<file path="config.mk">
export PLATFORM = sky130hd
export DESIGN_NAME = serial_adder_arbiter
export DESIGN_NICKNAME = d
export VERILOG_FILES = /design/src/rtl/serial_adder_arbiter.sv
export SDC_FILE = /design/constraint.sdc
export NUM_CORES = 1
export LEC_CHECK = 0
export CAP_MARGIN = 20
export CORE_UTILIZATION = 50
export DETAILED_ROUTE_END_ITERATION = 16
export GPL_TIMING_DRIVEN = 0
export PLACE_DENSITY = 0.78
export SLEW_MARGIN = 20
export SYNTH_ARGS = -nofsm -noshare
export SYNTH_HDL_FRONTEND = slang
export SYNTH_SLANG_ARGS = --single-unit
</file>
<file path="constraint.sdc">
create_clock -name clk -period 2.3 [get_ports clk]
set_clock_uncertainty 0.15 [all_clocks]
set_input_delay 0.46 -clock clk [delete_from_list [all_inputs] [get_ports clk]]
set_output_delay 0.46 -clock clk [all_outputs]
set_load 0.02 [all_outputs]
</file>
<file path="src/rtl/serial_adder_arbiter.sv">
// Round-robin arbiter sharing one bit-serial full adder (two half adders plus a
// carry flop) between two requesters; LSB-first, WIDTH cycles per addition.
module serial_adder_arbiter #(
   parameter int WIDTH = 8
) (
   input  logic             clk,
   input  logic             rst_n,
   input  logic [1:0]       req,
   input  logic [WIDTH-1:0] a0,
   input  logic [WIDTH-1:0] b0,
   input  logic [WIDTH-1:0] a1,
   input  logic [WIDTH-1:0] b1,
   output logic [1:0]       gnt,
   output logic             busy,
   output logic [1:0]       ack,
   output logic [WIDTH-1:0] sum,
   output logic             carry
);

   localparam int CW = $clog2(WIDTH);

   typedef enum logic [1:0] {IDLE, SHIFT, DONE} state_t;

   state_t           state_q;
   logic [WIDTH-1:0] a_sh_q, b_sh_q, sum_sh_q, sum_q;
   logic             c_q, carry_q;
   logic [CW-1:0]    cnt_q;
   logic [1:0]       gnt_q, ack_q;
   logic             busy_q, owner_q, last_owner_q;

   logic             ha1_s, ha1_c, ha2_s, ha2_c;
   logic             c_d, winner_d;
   logic [WIDTH-1:0] sum_d;

   always_comb begin
      ha1_s    = a_sh_q[0] ^ b_sh_q[0];
      ha1_c    = a_sh_q[0] & b_sh_q[0];
      ha2_s    = ha1_s ^ c_q;
      ha2_c    = ha1_s & c_q;
      c_d      = ha1_c | ha2_c;
      sum_d    = {ha2_s, sum_sh_q[WIDTH-1:1]};
      // On a tie the requester that was not served last wins.
      winner_d = (req == 2'b11) ? ~last_owner_q : req[1];
   end

   always_ff @(posedge clk or negedge rst_n) begin
      if (!rst_n) begin
         state_q      <= IDLE;
         a_sh_q       <= '0;
         b_sh_q       <= '0;
         sum_sh_q     <= '0;
         sum_q        <= '0;
         c_q          <= 1'b0;
         carry_q      <= 1'b0;
         cnt_q        <= '0;
         gnt_q        <= 2'b00;
         ack_q        <= 2'b00;
         busy_q       <= 1'b0;
         owner_q      <= 1'b0;
         last_owner_q <= 1'b1;
      end else begin
         case (state_q)
            IDLE: begin
               if (req != 2'b00) begin
                  owner_q <= winner_d;
                  gnt_q   <= winner_d ? 2'b10 : 2'b01;
                  busy_q  <= 1'b1;
                  a_sh_q  <= winner_d ? a1 : a0;
                  b_sh_q  <= winner_d ? b1 : b0;
                  c_q     <= 1'b0;
                  cnt_q   <= '0;
                  state_q <= SHIFT;
               end
            end
            SHIFT: begin
               a_sh_q   <= a_sh_q >> 1;
               b_sh_q   <= b_sh_q >> 1;
               sum_sh_q <= sum_d;
               c_q      <= c_d;
               cnt_q    <= cnt_q + CW'(1);
               if (cnt_q == CW'(WIDTH - 1)) begin
                  sum_q        <= sum_d;
                  carry_q      <= c_d;
                  ack_q        <= gnt_q;
                  last_owner_q <= owner_q;
                  state_q      <= DONE;
               end
            end
            DONE: begin
               ack_q   <= 2'b00;
               gnt_q   <= 2'b00;
               busy_q  <= 1'b0;
               state_q <= IDLE;
            end
            default: state_q <= IDLE;
         endcase
      end
   end

   assign gnt   = gnt_q;
   assign busy  = busy_q;
   assign ack   = ack_q;
   assign sum   = sum_q;
   assign carry = carry_q;

endmodule

</file>
* Word-level counts from Yosys, hierarchy flattened
Cells that the tools add are included.
** Word-level totals
- Bits in registers :: 46
- Input bits :: 36
- Output and inout port bits :: 14
- Logic and storage cells :: 58
** Operators by class
- Add/subtract/negate cells :: 1
- Eq/ne operators :: 6
- Multiplexer cells :: 21
- Bitwise logic cells :: 6
- Reduce and logical (&&, ||, !) cells :: 11
** Operators with widths (number)
- two-way mux 8 bit :: 4
- one-hot mux 8 bit (2 select lines) :: 2
- one-hot mux 2 bit (2 select lines) :: 3
- AND reduction 2 bit :: 6
- two-way mux 2 bit :: 5
- nonzero test 2 bit :: 4
- one-hot mux 3 bit (2 select lines) :: 1
- equality test 2 bit (second input constant) :: 2
- != test 2 bit (second input constant) :: 2
- one-hot mux 1 bit (2 select lines) :: 2
- adder 3 x 1 -> 3 bit (second input constant) :: 1
- equality test 3 bit (second input constant) :: 1
- two-way mux 1 bit :: 3
- two-way mux 3 bit :: 1
- bitwise AND 1 bit :: 2
- equality test 2 x 1 -> 1 bit (second input constant) :: 1
- zero test 2 bit :: 1
- bitwise XOR 1 bit :: 2
- inverter 1 bit :: 1
- OR 1 bit :: 1

* Longest topological paths before layout
Gate-level depths: netlist of the first run.
- Depth in word-level cells :: 5
- Depth in mapped cells :: 5
- Depth with buffers taken out :: 5

* Least setup slack after synthesis of the first run
OpenSTA, ideal clock, no wires.
- Kind :: register -> register
- Start point :: register cnt_q[0]
- End point :: register carry_q, in the netlist carry
- Library setup time :: 125 ps
- Arrival time :: 1391 ps
- Required time :: 2025 ps
- Slack :: 635 ps
- Stages on the path, launching flop included :: 6
- Path buffers :: 1
- Clock period less this slack :: 1665 ps
- Cells stage by stage :: dfrtp_1 -> ha_1 -> ha_1 -> nand2_1 -> buf_2 -> mux2_2
** Between the ends
- Longest elaborated chain between the ends :: 2
** RTL lines
- from (decl) :: line 27 : logic [CW-1:0] cnt_q;
- from (signal assigned) :: line 80 : cnt_q <= cnt_q + CW'(1);
- equality test 3 bit :: line 81 : if (cnt_q == CW'(WIDTH - 1)) begin
- AND reduction 2 bit (no source line)
- to (signal assigned) :: line 54 : carry_q <= 1'b0;
- to (signal assigned) :: line 83 : carry_q <= c_d;
- to (decl) :: line 26 : logic c_q, carry_q;
Every way passes these cells.
A chain may end at the register's enable or synchronous reset.

* Worst setup path after layout of the first run
- Start point :: input req[1]
- End point :: register b_sh_q[2]
** Between the ends
- Longest elaborated chain between the ends :: 5
- Elaborated cells between the ends (all ways) :: 8
- Classes of those cells :: eq/ne: 2; mux: 4; reduce/logical: 2
** RTL lines
- from (decl) :: line 8 : input logic [1:0] req,
- equality test 2 bit :: line 43 : winner_d = (req == 2'b11) ? ~last_owner_q : req[1];
- two-way mux 1 bit :: line 43
- two-way mux 8 bit :: line 69 : b_sh_q <= winner_d ? b1 : b0;
- two-way mux 8 bit :: line 64 : if (req != 2'b00) begin
- one-hot mux 8 bit (2 select lines) :: line 62 : case (state_q)
- to (signal assigned) :: line 69
- to (signal assigned) :: line 77 : b_sh_q <= b_sh_q >> 1;
- to (decl) :: line 25 : logic [WIDTH-1:0] a_sh_q, b_sh_q, sum_sh_q, sum_q;
Several ways; a longest one is shown, not always the timed one. The select of a mux whose other input is x is not followed.

==> results of run 1 <==
-- timing repair --
item                                   4_1_cts  5_1_grt
endpoints found under the hold margin       15        0
hold buffers                                 1        0
buffers inserted                             0        0
resized for setup                            0        0
-- metal layers --
metal,vias to the layer above,routed length [um]
li1,800,-
met4,0,51
met2,42,2130
met1,825,2160
met5,-,0
met3,6,299
-- cell usage after synthesis, drive strengths merged --
cell     number  area, sq um
a21bo         1         10.0
a21oi         3         15.0
a221oi       14          123
a22o          6         52.6
a2bb2oi       1         8.76
and2         14         87.6
buf           9         66.3
clkbuf        7         26.3
dfrtp        44         1100
dfstp         1         26.3
fa            1         20.0
ha            2         25.0
inv           6         22.5
mux2         18          203
mux2i         4         40.0
nand2         6         22.5
nor2b        15         93.8
nor3          1         5.00
o21ai        16         80.1
o22ai         1         6.26
o2bb2ai       2         17.5
o31ai        14          105
or2           1         6.26
or3           1         6.26
-- cell type report --
cell class                      instances  area [sq um]  area share, %
Clock inverter                          2          37.5           1.31
Buffer                                 16          92.6           3.23
Sequential cell                        45          1130           39.3
Multi-Input combinational cell        121           927           32.3
Clock buffer                            6          82.6           2.88
Timing Repair Buffer                   51           515           18.0
Inverter                                6          22.5          0.785
Tap cell                               50          62.6           2.18
-- cell usage in the layout (no fill, tap or decap), types with 2 or more instances in the layout --
| master | netlist | routed |
|---|---|---|
| mux2i_1 | 4 | 4 |
| mux2_2 | 18 | 18 |
| dfrtp_1 | 44 | 44 |
| and2_1 | 14 | 14 |
| a221oi_1 | 14 | 14 |
| buf_2 | 5 | 6 |
| inv_1 | 6 | 6 |
| nor2b_1 | 15 | 15 |
| a22o_1 | 6 | 6 |
| ha_1 | 2 | 2 |
| o21ai_0 | 16 | 16 |
| nand2_1 | 6 | 6 |
| a21oi_1 | 3 | 3 |
| o2bb2ai_1 | 2 | 2 |
| clkdlybuf4s50_1 | 0 | 48 |
| buf_6 | 3 | 3 |
| clkbuf_8 | 0 | 6 |
| o31ai_1 | 14 | 14 |
| clkbuf_1 | 7 | 7 |
-- state kept, by name, indices dropped and copies added (netlist names) --
register,flops
carry,1
sum_sh_q,7
a_sh_q,8
gnt,2
c_q,1
state_q,2
busy,1
cnt_q,3
b_sh_q,8
sum,8
owner_q,1
last_owner_q,1
ack,2
-- power groups by stage --
stage / clock network (mW) / registers [mW] / logic [mW]
finish: 0.620 / 1.38 / 1.73
floorplan: 0 / 1.48 / 1.06
global route: 0.671 / 1.43 / 1.90
global placement: 0 / 1.39 / 1.70
detailed placement: 0 / 1.39 / 1.75
CTS: 0.636 / 1.38 / 1.76
-- kinds of logic after synthesis --
group | share of synthesized area (%)
flops | 52.0
mux | 11.2
compound gates | 19.3
simple gates | 10.2
fa+ha+maj | 2.08
buf+inv | 5.31
-- critical path, delay by kind of cell --
family	cells	cell delay [ps]
buffers and inverters	2	740
and+or+nand+nor	2	860
AOI/OAI and AO/OA	1	110
-- metrics by stage --
step / std cells / setup TNS, ps / utilization (%)
global placement: 287 / -25670 / 66.6
CTS: 297 / 0 / 70.2
floorplan: 188 / 0 / -
finish: 297 / 0 / 70.2
global route: 297 / 0 / 70.2
detailed placement: 288 / -1330 / 67.0
-- worst paths after layout --
kind | startpoint | end | slack, ps | depth (start not counted)
max | req[1] | b_sh_q[2]$_DFFE_PN0P_ | 150 | 5
min | carry$_DFFE_PN0P_ | carry$_DFFE_PN0P_ | 360 | 1
max reg2reg | state_q[0]$_DFFE_PN0P_ | b_sh_q[2]$_DFFE_PN0P_ | 440 | 4
min reg2reg | carry$_DFFE_PN0P_ | carry$_DFFE_PN0P_ | 360 | 1
max in group asynchronous | rst_n | last_owner_q$_DFFE_PN1P_ | 970 | 3
min in group asynchronous | rst_n | a_sh_q[2]$_DFFE_PN0P_ | 470 | 2
==> impl_metrics.env, run 1 <==
export IMPL_outcome="finished, final reports clean"
export IMPL_swShare_pct=35.0
export IMPL_yosysUniqueCellTypes=26
export IMPL_drt_iter0_markers=135
export IMPL_rsz0062_at_grt="false"
export IMPL_grt_util_met2_pct=36.4
export IMPL_combPwrFrac_pct=46.4
export IMPL_vias=1673
export IMPL_required_ps=2330
export IMPL_tightest_slew_ps=669
export IMPL_ctsLongestPathBuffers=2
export IMPL_leakage_nw=1.22
export IMPL_ys_seq_area_share_pct=52.0
export IMPL_p_int_mw=2.42
export IMPL_viasPerCell=5.63
export IMPL_die_w_um=67.9
export IMPL_drv_cap=0
export IMPL_dieArea_sq_um=4610
export IMPL_fmax_ghz=0.466
export IMPL_io_buffers=49
export IMPL_cts_tree="yes"
export IMPL_busiest_layer="met2"
export IMPL_wl_per_cell_um=15.6
export IMPL_p_seq_share_pct=37.0
export IMPL_dp_hpwl_um=3340
export IMPL_placed_cell_area_sq_um=2740
export IMPL_fin_crit_ps=2150
export IMPL_crit_path_cell_trace="clkdlybuf4s50_1 -> nor3_1 -> or2_2 -> buf_2 -> o31ai_1"
export IMPL_setup_worst_path_class="primary input to flop"
export IMPL_path_max_fanout=10
export IMPL_synth_seq_cells=45
export IMPL_rows=23
export IMPL_antenna_left=0
export IMPL_antenna_found_initial=0
export IMPL_fin_ws_ps=154
export IMPL_grt_pass1_vias=1630
export IMPL_grt_overflow=0
export IMPL_coreArea_sq_um=4090
export IMPL_cts_buffers_inserted=5
export IMPL_syn_nets=227
export IMPL_cts_root_buf="clkbuf_8"
export IMPL_nNetsFinal=285
export IMPL_power_switching_mw=1.31
export IMPL_pin_count=50
export IMPL_critical_path_max_stage_delay_ps=610
export IMPL_cp_start_kind="primary input"
export IMPL_grt_pass1_wl_um=7650
export IMPL_hold_viol_final=0
export IMPL_cpMaxStageDelayCell="nor3_1"
export IMPL_slew_headroom_pct=55.1
export IMPL_grt_met3_usage_pct=5.33
export IMPL_cts_htree_levels=2
export IMPL_finalWeightedCongestion=0.739
export IMPL_final_max_slew_viol_count=0
export IMPL_min_path_type="flop to flop"
export IMPL_crit_arrival_ps=2170
export IMPL_ir_drop_mv=0.686
export IMPL_final_area_sq_um=2870
export IMPL_synthCells=188
export IMPL_clock_latency_ps=300
export IMPL_netlist_area_sq_um=2170
export IMPL_period_share_pct=93.3
export IMPL_die_h_um=67.9
export IMPL_drive_gt1_share_pct=16.2
export IMPL_drc=0
export IMPL_critical_path_endpoint_type="flop"
export IMPL_p_total_mw=3.73
export IMPL_initial_utilization_pct=53.1
export IMPL_synth_area_per_cell_sq_um=11.5
export IMPL_setup_viol=0
export IMPL_syn_to_final_growth_pct=32.2
export IMPL_clkTransAtPathRegs_ps=80
export IMPL_ys_warnings_count=0
export IMPL_grt_use_met1_pct=30.6
export IMPL_dr_pass1_iters=4
export IMPL_routed_wl_um=4650
export IMPL_p_clk_share_pct=16.6
export IMPL_grt_max_degree=31
export IMPL_pre_cts_ws_ps=-114
export IMPL_diodes=0
export IMPL_n_fill_cell=326
export IMPL_grtUsageTotal_pct=22.7
export IMPL_cts_sinks=45
export IMPL_power_density_nw_per_um2=1300
export IMPL_holdWs_ps=356
No activity file was read; power rests on OpenSTA's default activity.
==> run 2: changes to the inputs <==
--- a/config.mk
+++ b/config.mk
@@ -5,6 +5,7 @@
 export SDC_FILE = /design/constraint.sdc
 export NUM_CORES = 1
 export LEC_CHECK = 0
+export ABC_AREA = 1
 export CAP_MARGIN = 20
 export CORE_UTILIZATION = 50
 export DETAILED_ROUTE_END_ITERATION = 16
==> run 2 against run 1 <==
Non-clock buffer count fell by 3. Critical path depth fell by 4. Via count rose by 16%. Cell area rose by 0.17%. First-iteration DRC count fell by 23%. Highest routed layer unchanged.
==> impl_metrics.env, run 2 <==
export IMPL_whs_endpoint="b_sh_q[6]$_DFFE_PN0P_"
export IMPL_setup_viol=0
export IMPL_antenna_found_initial=0
export IMPL_async_flop_share_pct=100
export IMPL_drt_iter0_markers=104
export IMPL_layout_commonest_cell="nand2_1"
export IMPL_hold_viol_final=0
export IMPL_critical_path_endpoint_type="output pin"
export IMPL_die_w_um=68.1
export IMPL_viasPerCell=5.18
export IMPL_netlist_area_sq_um=2180
export IMPL_diodes=0
export IMPL_synthAdderAreaFrac_pct=2.06
export IMPL_required_ps=1690
export IMPL_synth_seq_cells=45
export IMPL_yosysUniqueCellTypes=25
export IMPL_min_path_type="flop to flop"
export IMPL_synth_top_area_share_pct=50.4
export IMPL_grt_overflow=0
export IMPL_cts_root_buf="clkbuf_8"
export IMPL_muxShareOfSynthArea_pct=0
export IMPL_io_buffers=48
export IMPL_nNetsFinal=363
export IMPL_holdWs_ps=338
export IMPL_synth_top_family_by_area="simple AND/OR/NAND/NOR gates"
export IMPL_power_density_nw_per_um2=1290
export IMPL_rows=23
export IMPL_hp_start="b_sh_q[6]$_DFFE_PN0P_"
export IMPL_final_max_slew_viol_count=0
export IMPL_cts_tree="yes"
export IMPL_cts_htree_levels=2
export IMPL_outcome="finished, final reports clean"
export IMPL_synth_top_cells_by_area="dfrtp_1, nand2_1, nand3_1, o21ai_0, a21oi_1"
export IMPL_post_route_util_pct=70.3
export IMPL_yosys_area_share_simple_pct=29.8
export IMPL_synth_edf_count=0
export IMPL_setup_worst_path_class="flop to output pin"
export IMPL_ctsLongestPathBuffers=2
export IMPL_yosys_area_top_type="dfrtp_1"
export IMPL_path_delay_family="buffers and inverters"
export IMPL_drive_gt1_share_pct=10.5
export IMPL_slew_headroom_pct=72.2
export IMPL_grt_use_met1_pct=33.7
export IMPL_cpMaxStageDelayCell="clkdlybuf4s50_1"
export IMPL_period_share_pct=81.8
export IMPL_synth_most_common_cell="nand2_1"
export IMPL_r2r_end="sum[3]$_DFFE_PN0P_"
export IMPL_rr_worst_depth=5
export IMPL_yosys_area_share_xor_xnor_pct=0
export IMPL_holdPathStages=2
export IMPL_leakage_nw=1.37
export IMPL_antenna_left=0
export IMPL_ys_flop_type="dfrtp_1"
export IMPL_ys_seq_area_share_pct=51.6
export IMPL_fmax_ghz=0.531
export IMPL_cts_resized=0
export IMPL_routed_wl_um=5190
export IMPL_die_h_um=68.1
export IMPL_syn_to_final_growth_pct=31.5
export IMPL_crit_path_cell_trace="clkdlybuf4s50_1"
export IMPL_reg2reg_from="cnt_q[0]$_DFFE_PN0P_"
export IMPL_ys_warnings_count=0
export IMPL_drv_cap=0
export IMPL_critical_path_max_stage_delay_ps=610
export IMPL_final_cell_mix="nand2_1, clkdlybuf4s50_1, dfrtp_1"
export IMPL_wl_per_cell_um=13.8
export IMPL_pin_count=50
export IMPL_crit_arrival_ps=1270
export IMPL_drc=0
export IMPL_clock_latency_ps=300
export IMPL_tightest_slew_ps=412
export IMPL_setup_tns_ps=0
export IMPL_dieArea_sq_um=4640
export IMPL_synthCells=267
export IMPL_fin_crit_ps=1880
export IMPL_coreArea_sq_um=4090
export IMPL_grt_max_degree=34
export IMPL_path_max_fanout=2
export IMPL_grt_util_met2_pct=38.8
export IMPL_ir_drop_mv=0.722
export IMPL_grtUsageTotal_pct=24.3
export IMPL_dp_hpwl_um=3790
export IMPL_rrSetupSlack_ps=710
export IMPL_vias=1943
export IMPL_dr_pass1_iters=4
export IMPL_busiest_layer="met2"
export IMPL_synth_area_per_cell_sq_um=8.18
export IMPL_cp_start_kind="flop"
export IMPL_syn_nets=306
export IMPL_synthTopCellsByCount="nand2_1, dfrtp_1, nand3_1"
export IMPL_clkTransAtPathRegs_ps=80
export IMPL_initial_utilization_pct=53.5
export IMPL_grt_pass1_wl_um=8220
export IMPL_finalWeightedCongestion=0.792
export IMPL_cts_sinks=45
export IMPL_rsz0062_at_grt="false"
export IMPL_crit_buf_inv=1
export IMPL_grt_pass1_vias=1772
export IMPL_synth_compound_area_share_pct=9.45
export IMPL_grt_met3_usage_pct=5.00
export IMPL_cts_buffers_inserted=5
run 2: cell count changes in the layout (fill, tap and decap cells not counted), sizes merged, moves of 14 or more:
cell	change
a221oi	-14
and2	-14
mux2	-18
nand2	+87
nand3	+37
nor2	+18
nor2b	-15
o31ai	-14
run 2: report_power, final:
group / total (mW) / switching, mW / internal [mW]
logic: 1.72 / 1.03 / 0.694
registers: 1.37 / 0.204 / 1.16
clock network: 0.623 / 0.270 / 0.353
total: 3.72 / 1.50 / 2.21
run 2: area by class of cell:
type	count	area, sq um
Sequential cell	45	1130
Clock buffer	6	82.6
Buffer	14	88.8
Inverter	17	66.3
Clock inverter	2	37.5
Timing Repair Buffer	50	505
Tap cell	50	62.6
Multi-Input combinational cell	191	902
Fill cell	336	1210
run 2: repair_timing:
action / 4_1_cts / 5_1_grt
hold buffers: 1 / 0
buffers inserted: 0 / 0
hold endpoints to repair: 12 / 0
run 2: per-layer routing:
metal	vias up	wire, um
met5	-	0
li1	969	-
met3	5	235
met4	0	44
met2	37	2500
met1	932	2410
run 2: cell families after synthesis:
family	Yosys count
simple gates	149
flops	45
compound gates	39
buf+inv	31
fa+ha+maj	3
run 2: tightest hold or removal path: stages, from the launching register on:
cell and delay (ps):
dfrtp_1 350, nand2_1 50, nand2_1 60
run 2: worst max path at each step:
| stage | cells after the start | end | startpoint | slack, ps |
|---|---|---|---|---|
| finish | 1 | sum[3] | sum[3]$_DFFE_PN0P_ | 420 |
| detailed placement | 7 | b_sh_q[0]$_DFFE_PN0P_ | req[0] | 220 |
| global placement | 1 | a_sh_q[5]$_DFFE_PN0P_ | rst_n | -540 |
| floorplan | 6 | a_sh_q[1]$_DFFE_PN0P_ | req[1] | 860 |
| global route | 1 | ack[1] | ack[1]$_DFFE_PN0P_ | 340 |
| CTS | 1 | sum[3] | sum[3]$_DFFE_PN0P_ | 390 |
run 2: stage by stage:
step           instance area, sq um  cells  power (mW)  setup WS, ps
2_1_floorplan                  2180    267        2.50           858
3_3_place_gp                   2730    365        3.03          -543
3_5_place_dp                   2740    366        3.11           224
4_1_cts                        2870    375        3.74           393
5_1_grt                        2870    375        4.03           344
6_report                       2870    375        3.72           418
==> run 3: changes to the inputs <==
--- a/config.mk
+++ b/config.mk
@@ -7,10 +7,10 @@
 export LEC_CHECK = 0
 export ABC_AREA = 1
 export CAP_MARGIN = 20
-export CORE_UTILIZATION = 50
+export CORE_UTILIZATION = 45
 export DETAILED_ROUTE_END_ITERATION = 16
 export GPL_TIMING_DRIVEN = 0
-export PLACE_DENSITY = 0.78
+export PLACE_DENSITY = 0.74
 export SLEW_MARGIN = 20
 export SYNTH_ARGS = -nofsm -noshare
 export SYNTH_HDL_FRONTEND = slang
==> constraint.sdc (replaced) <==
create_clock -name clk -period 1.55 [get_ports clk]
set_clock_uncertainty 0.15 [all_clocks]
set_input_delay 0.31 -clock clk [delete_from_list [all_inputs] [get_ports clk]]
set_output_delay 0.31 -clock clk [all_outputs]
set_load 0.02 [all_outputs]
==> run 3 against run 2 <==
Utilization fell by 6.2 points. Sequential share of layout area fell by 0.17 points. Via count fell by 0.57%. Highest routed layer unchanged. Sequential power rose by 47%. Sequential cell count did not move. Worst hold slack got worse by 8.2 ps. Critical endpoint is now gnt[1]. Critical path depth did not move. Final cell count rose by 1.3%. Non-clock buffer count rose by 3. Worst setup slack got worse by 350 ps. Total power rose by 41%.
==> impl_metrics.env, run 3 (synthesis gave the netlist of run 2 again) <==
export IMPL_rrSetupSlack_ps=80
export IMPL_setup_viol=0
export IMPL_clock_latency_ps=300
export IMPL_cts_tree="yes"
export IMPL_ctsLongestPathBuffers=2
export IMPL_viasPerCell=5.08
export IMPL_grtUsageTotal_pct=21.3
export IMPL_power_density_nw_per_um2=1820
export IMPL_dr_pass1_iters=4
export IMPL_dieArea_sq_um=5140
export IMPL_antenna_left=0
export IMPL_period_share_pct=95.3
export IMPL_io_buffers=48
export IMPL_syn_to_final_growth_pct=32.1
export IMPL_cp_start_kind="flop"
export IMPL_fin_ws_ps=73.3
export IMPL_ir_drop_mv=0.909
export IMPL_post_route_util_pct=64.1
export IMPL_grt_util_met2_pct=36.5
export IMPL_dp_hpwl_um=3710
export IMPL_drv_cap=0
export IMPL_clkTransAtPathRegs_ps=90
export IMPL_crit_path_cell_trace="dlygate4sd2_1"
export IMPL_cts_root_buf="clkbuf_8"
export IMPL_final_max_slew_viol_count=0
export IMPL_grt_max_degree=24
export IMPL_die_h_um=71.7
export IMPL_holdWs_ps=330
export IMPL_cts_buffers_inserted=5
export IMPL_cts_sinks=45
export IMPL_cts_htree_levels=2
export IMPL_grt_pass1_vias=1879
export IMPL_path_max_fanout=2
export IMPL_nNetsFinal=366
export IMPL_min_path_type="primary input to flop"
export IMPL_fmax_ghz=0.677
export IMPL_grt_use_met1_pct=26.6
export IMPL_drt_iter0_markers=103
export IMPL_dpl_cell_count=368
export IMPL_tightest_slew_ps=534
export IMPL_required_ps=1090
export IMPL_crit_buf_inv=1
export IMPL_critical_path_max_stage_delay_ps=390
export IMPL_fin_crit_ps=1480
export IMPL_coreArea_sq_um=4500
export IMPL_wl_per_cell_um=13.0
export IMPL_drive_gt1_share_pct=11.3
export IMPL_final_cell_mix="nand2_1, dfrtp_1, nand3_1"
export IMPL_hold_viol_final=0
export IMPL_pin_count=50
export IMPL_initial_utilization_pct=48.5
export IMPL_stdcell_count=380
export IMPL_path_delay_family="flip-flops"
export IMPL_pre_cts_ws_ps=-389
export IMPL_grt_pass1_wl_um=8430
export IMPL_grt_overflow=0
export IMPL_slew_headroom_pct=64.4
export IMPL_layout_commonest_cell="nand2_1"
export IMPL_vias=1932
export IMPL_crit_arrival_ps=1020
export IMPL_diodes=0
export IMPL_grt_met3_usage_pct=3.80
export IMPL_leakage_nw=1.43
export IMPL_finalWeightedCongestion=0.807
export IMPL_busiest_layer="met2"
export IMPL_rows=24
export IMPL_outcome="finished, final reports clean"
export IMPL_p_total_mw=5.24
export IMPL_antenna_found_initial=0
export IMPL_cpMaxStageDelayCell="dfrtp_1"
export IMPL_drc=0
export IMPL_critical_path_endpoint_type="output pin"
export IMPL_die_w_um=71.7
export IMPL_setup_worst_path_class="flop to output pin"
export IMPL_routed_wl_um=4920
export IMPL_rsz0062_at_grt="false"
run 3: cell types whose count changed in the layout (fill, tap and decap cells not counted), sizes merged:
cell	delta
clkdlybuf4s50	-15
inv	+1
bufinv	-1
clkbuf	-1
dlygate4sd2	+15
buf	+4
run 3: worst paths after layout:
check	start	to	cells past startpoint
setup / recovery	gnt[1]$_DFFE_PN0P_	gnt[1]	1
hold / removal	req[1]	a_sh_q[2]$_DFFE_PN0P_	5
setup reg to reg	last_owner_q$_DFFE_PN1P_	b_sh_q[0]$_DFFE_PN0P_	7
hold reg to reg	sum[0]$_DFFE_PN0P_	sum[0]$_DFFE_PN0P_	2
max in group asynchronous	rst_n	last_owner_q$_DFFE_PN1P_	3
min in group asynchronous	rst_n	sum[6]$_DFFE_PN0P_	2
run 3: area by class of cell:
class / instances / area [sq um]
Buffer: 14 / 104
Sequential cell: 45 / 1130
Clock buffer: 6 / 82.6
Timing Repair Buffer: 53 / 517
Tap cell: 52 / 65.1
Multi-Input combinational cell: 191 / 907
Inverter: 17 / 66.3
Fill cell: 385 / 1620
Clock inverter: 2 / 16.3
run 3: report_power, final:
group / total, mW / switching, mW / internal, mW / leakage (nW)
registers: 2.01 / 0.280 / 1.73 / 0.546
logic: 2.47 / 1.51 / 0.957 / 0.832
clock network: 0.771 / 0.404 / 0.367 / 0.0478
run 3: metal layers:
metal	wire, um	vias up
li1	-	973
met1	2230	913
met2	2420	39
met3	201	7
met4	77	0
met5	0	-
run 3: what timing repair did:
action                                  in CTS  in global routing
hold endpoints to repair                    22                  0
buffers inserted                             0                  3
endpoints found under the setup margin      31                 13
pin swaps                                    0                  2
hold buffers                                 1                  0
resized for setup                           17                  6
cloned                                       0                  0
run 3: per-stage QoR:
step / area [sq um] / setup TNS, ps
6_report: 2890 / 0
5_1_grt: 2890 / 0
4_1_cts: 2850 / 0
3_5_place_dp: 2750 / -7020
3_3_place_gp: 2730 / -58140
2_1_floorplan: 2180 / 0
==> variant: new RTL, flow settings as in run 1 <==
`WIDTH`: 8 -> 16.
--- a/src/rtl/serial_adder_arbiter.sv
+++ b/src/rtl/serial_adder_arbiter.sv
@@ -1,7 +1,7 @@
 // Round-robin arbiter sharing one bit-serial full adder (two half adders plus a
 // carry flop) between two requesters; LSB-first, WIDTH cycles per addition.
 module serial_adder_arbiter #(
-   parameter int WIDTH = 8
+   parameter int WIDTH = 16
 ) (
    input  logic             clk,
    input  logic             rst_n,
Ports: changed (5 resized); port bits go from 50 to 90. No check against the original RTL was run, so the function may have changed too.
==> variant against run 1 <==
Worst setup slack got worse by 0.044 ns. Count of clock-buffer cells in the layout rose by 4. Die area rose by 70%. Routed wire length rose by 90%. First-iteration DRC count fell by 3.0%. Total power rose by 60%. Core utilization fell by 1.1 points. Design area rose by 75%. Sequential cell count rose by 33. Area after synthesis rose by 73%. Critical endpoint is now b_sh_q[7]. Largest cell class unchanged.
==> variant: results (changes against run 1) <==
metric	value	unit	change
sequential share of power	39.9	%	was 37.0%
Leak Pwr	2.144	nW	was 1.218 nW
compound-cell area share of the yosys netlist	17.21	%	was 19.26%
FF/Latch Area	1953	µm²	was 1127 µm²
R2R cell count	5		was 4
Peak VDD IR	812.8	µV	was 686.1 µV
layout cells sized above 1	18.59	%	was 16.19%
IO Port Bufs	89		was 49
Hold Crit Start	a_sh_q[13]		was carry
R2R Setup Slk	0.22	ns	was 0.44 ns
fraction of area in multi-input gates	32.23	%	was 32.33%
synth cell count leaders	dfrtp_1, mux2_2, o21ai_0		unchanged
Critical Path End	b_sh_q[7]		was b_sh_q[2]
largest net degree at the start of global routing	53		was 31
GR Layer Usage met3	6.623	%	was 5.333%
Arr. time, crit path	2.25	ns	was 2.17 ns
count of multi-input gates	211		was 121
Clock buffer cells	10		was 6
mux cell area share after synthesis	15.14	%	was 11.19%
clock-cell share of area	4.219	%	was 4.188%
Synth cell types	34		was 26
Nets	491		was 285
Post-Synth Adder-Cell Area	0.8672	%	was 2.076%
Clock Latency Late Sink	0.34	ns	was 0.30 ns
status	finished clean		unchanged
variant: cell count changes in the layout (fill, tap and decap cells not counted), sizes merged, moves of 4 or more:
cell | before | now
a22o | 6 | 2
and2 | 14 | 19
buf | 11 | 19
clkbuf | 13 | 22
clkdlybuf4s50 | 48 | 88
dfrtp | 44 | 77
inv | 6 | 2
mux2 | 18 | 35
mux2i | 4 | 17
nand2 | 6 | 22
o211ai | 0 | 13
o21ai | 16 | 33
o31ai | 14 | 18
variant: through the flow:
stage	utilization [%]	power [W]	setup WS, ns	cells	area [µm²]
4_1_cts	69.10	0.005989	0.1645	524	5012
2_1_floorplan	-	0.003920	0.5616	319	3751
5_1_grt	69.10	0.006311	0.04706	524	5012
6_report	69.10	0.005953	0.1099	524	5012
3_5_place_dp	66.05	0.004860	-0.1594	508	4791
3_3_place_gp	65.71	0.004751	-2.024	507	4766
variant: what timing repair did:
action | CTS | global route
endpoints found under the hold margin | 26 | 0
hold buffers | 1 | 0
gates resized for setup | 0 | 0
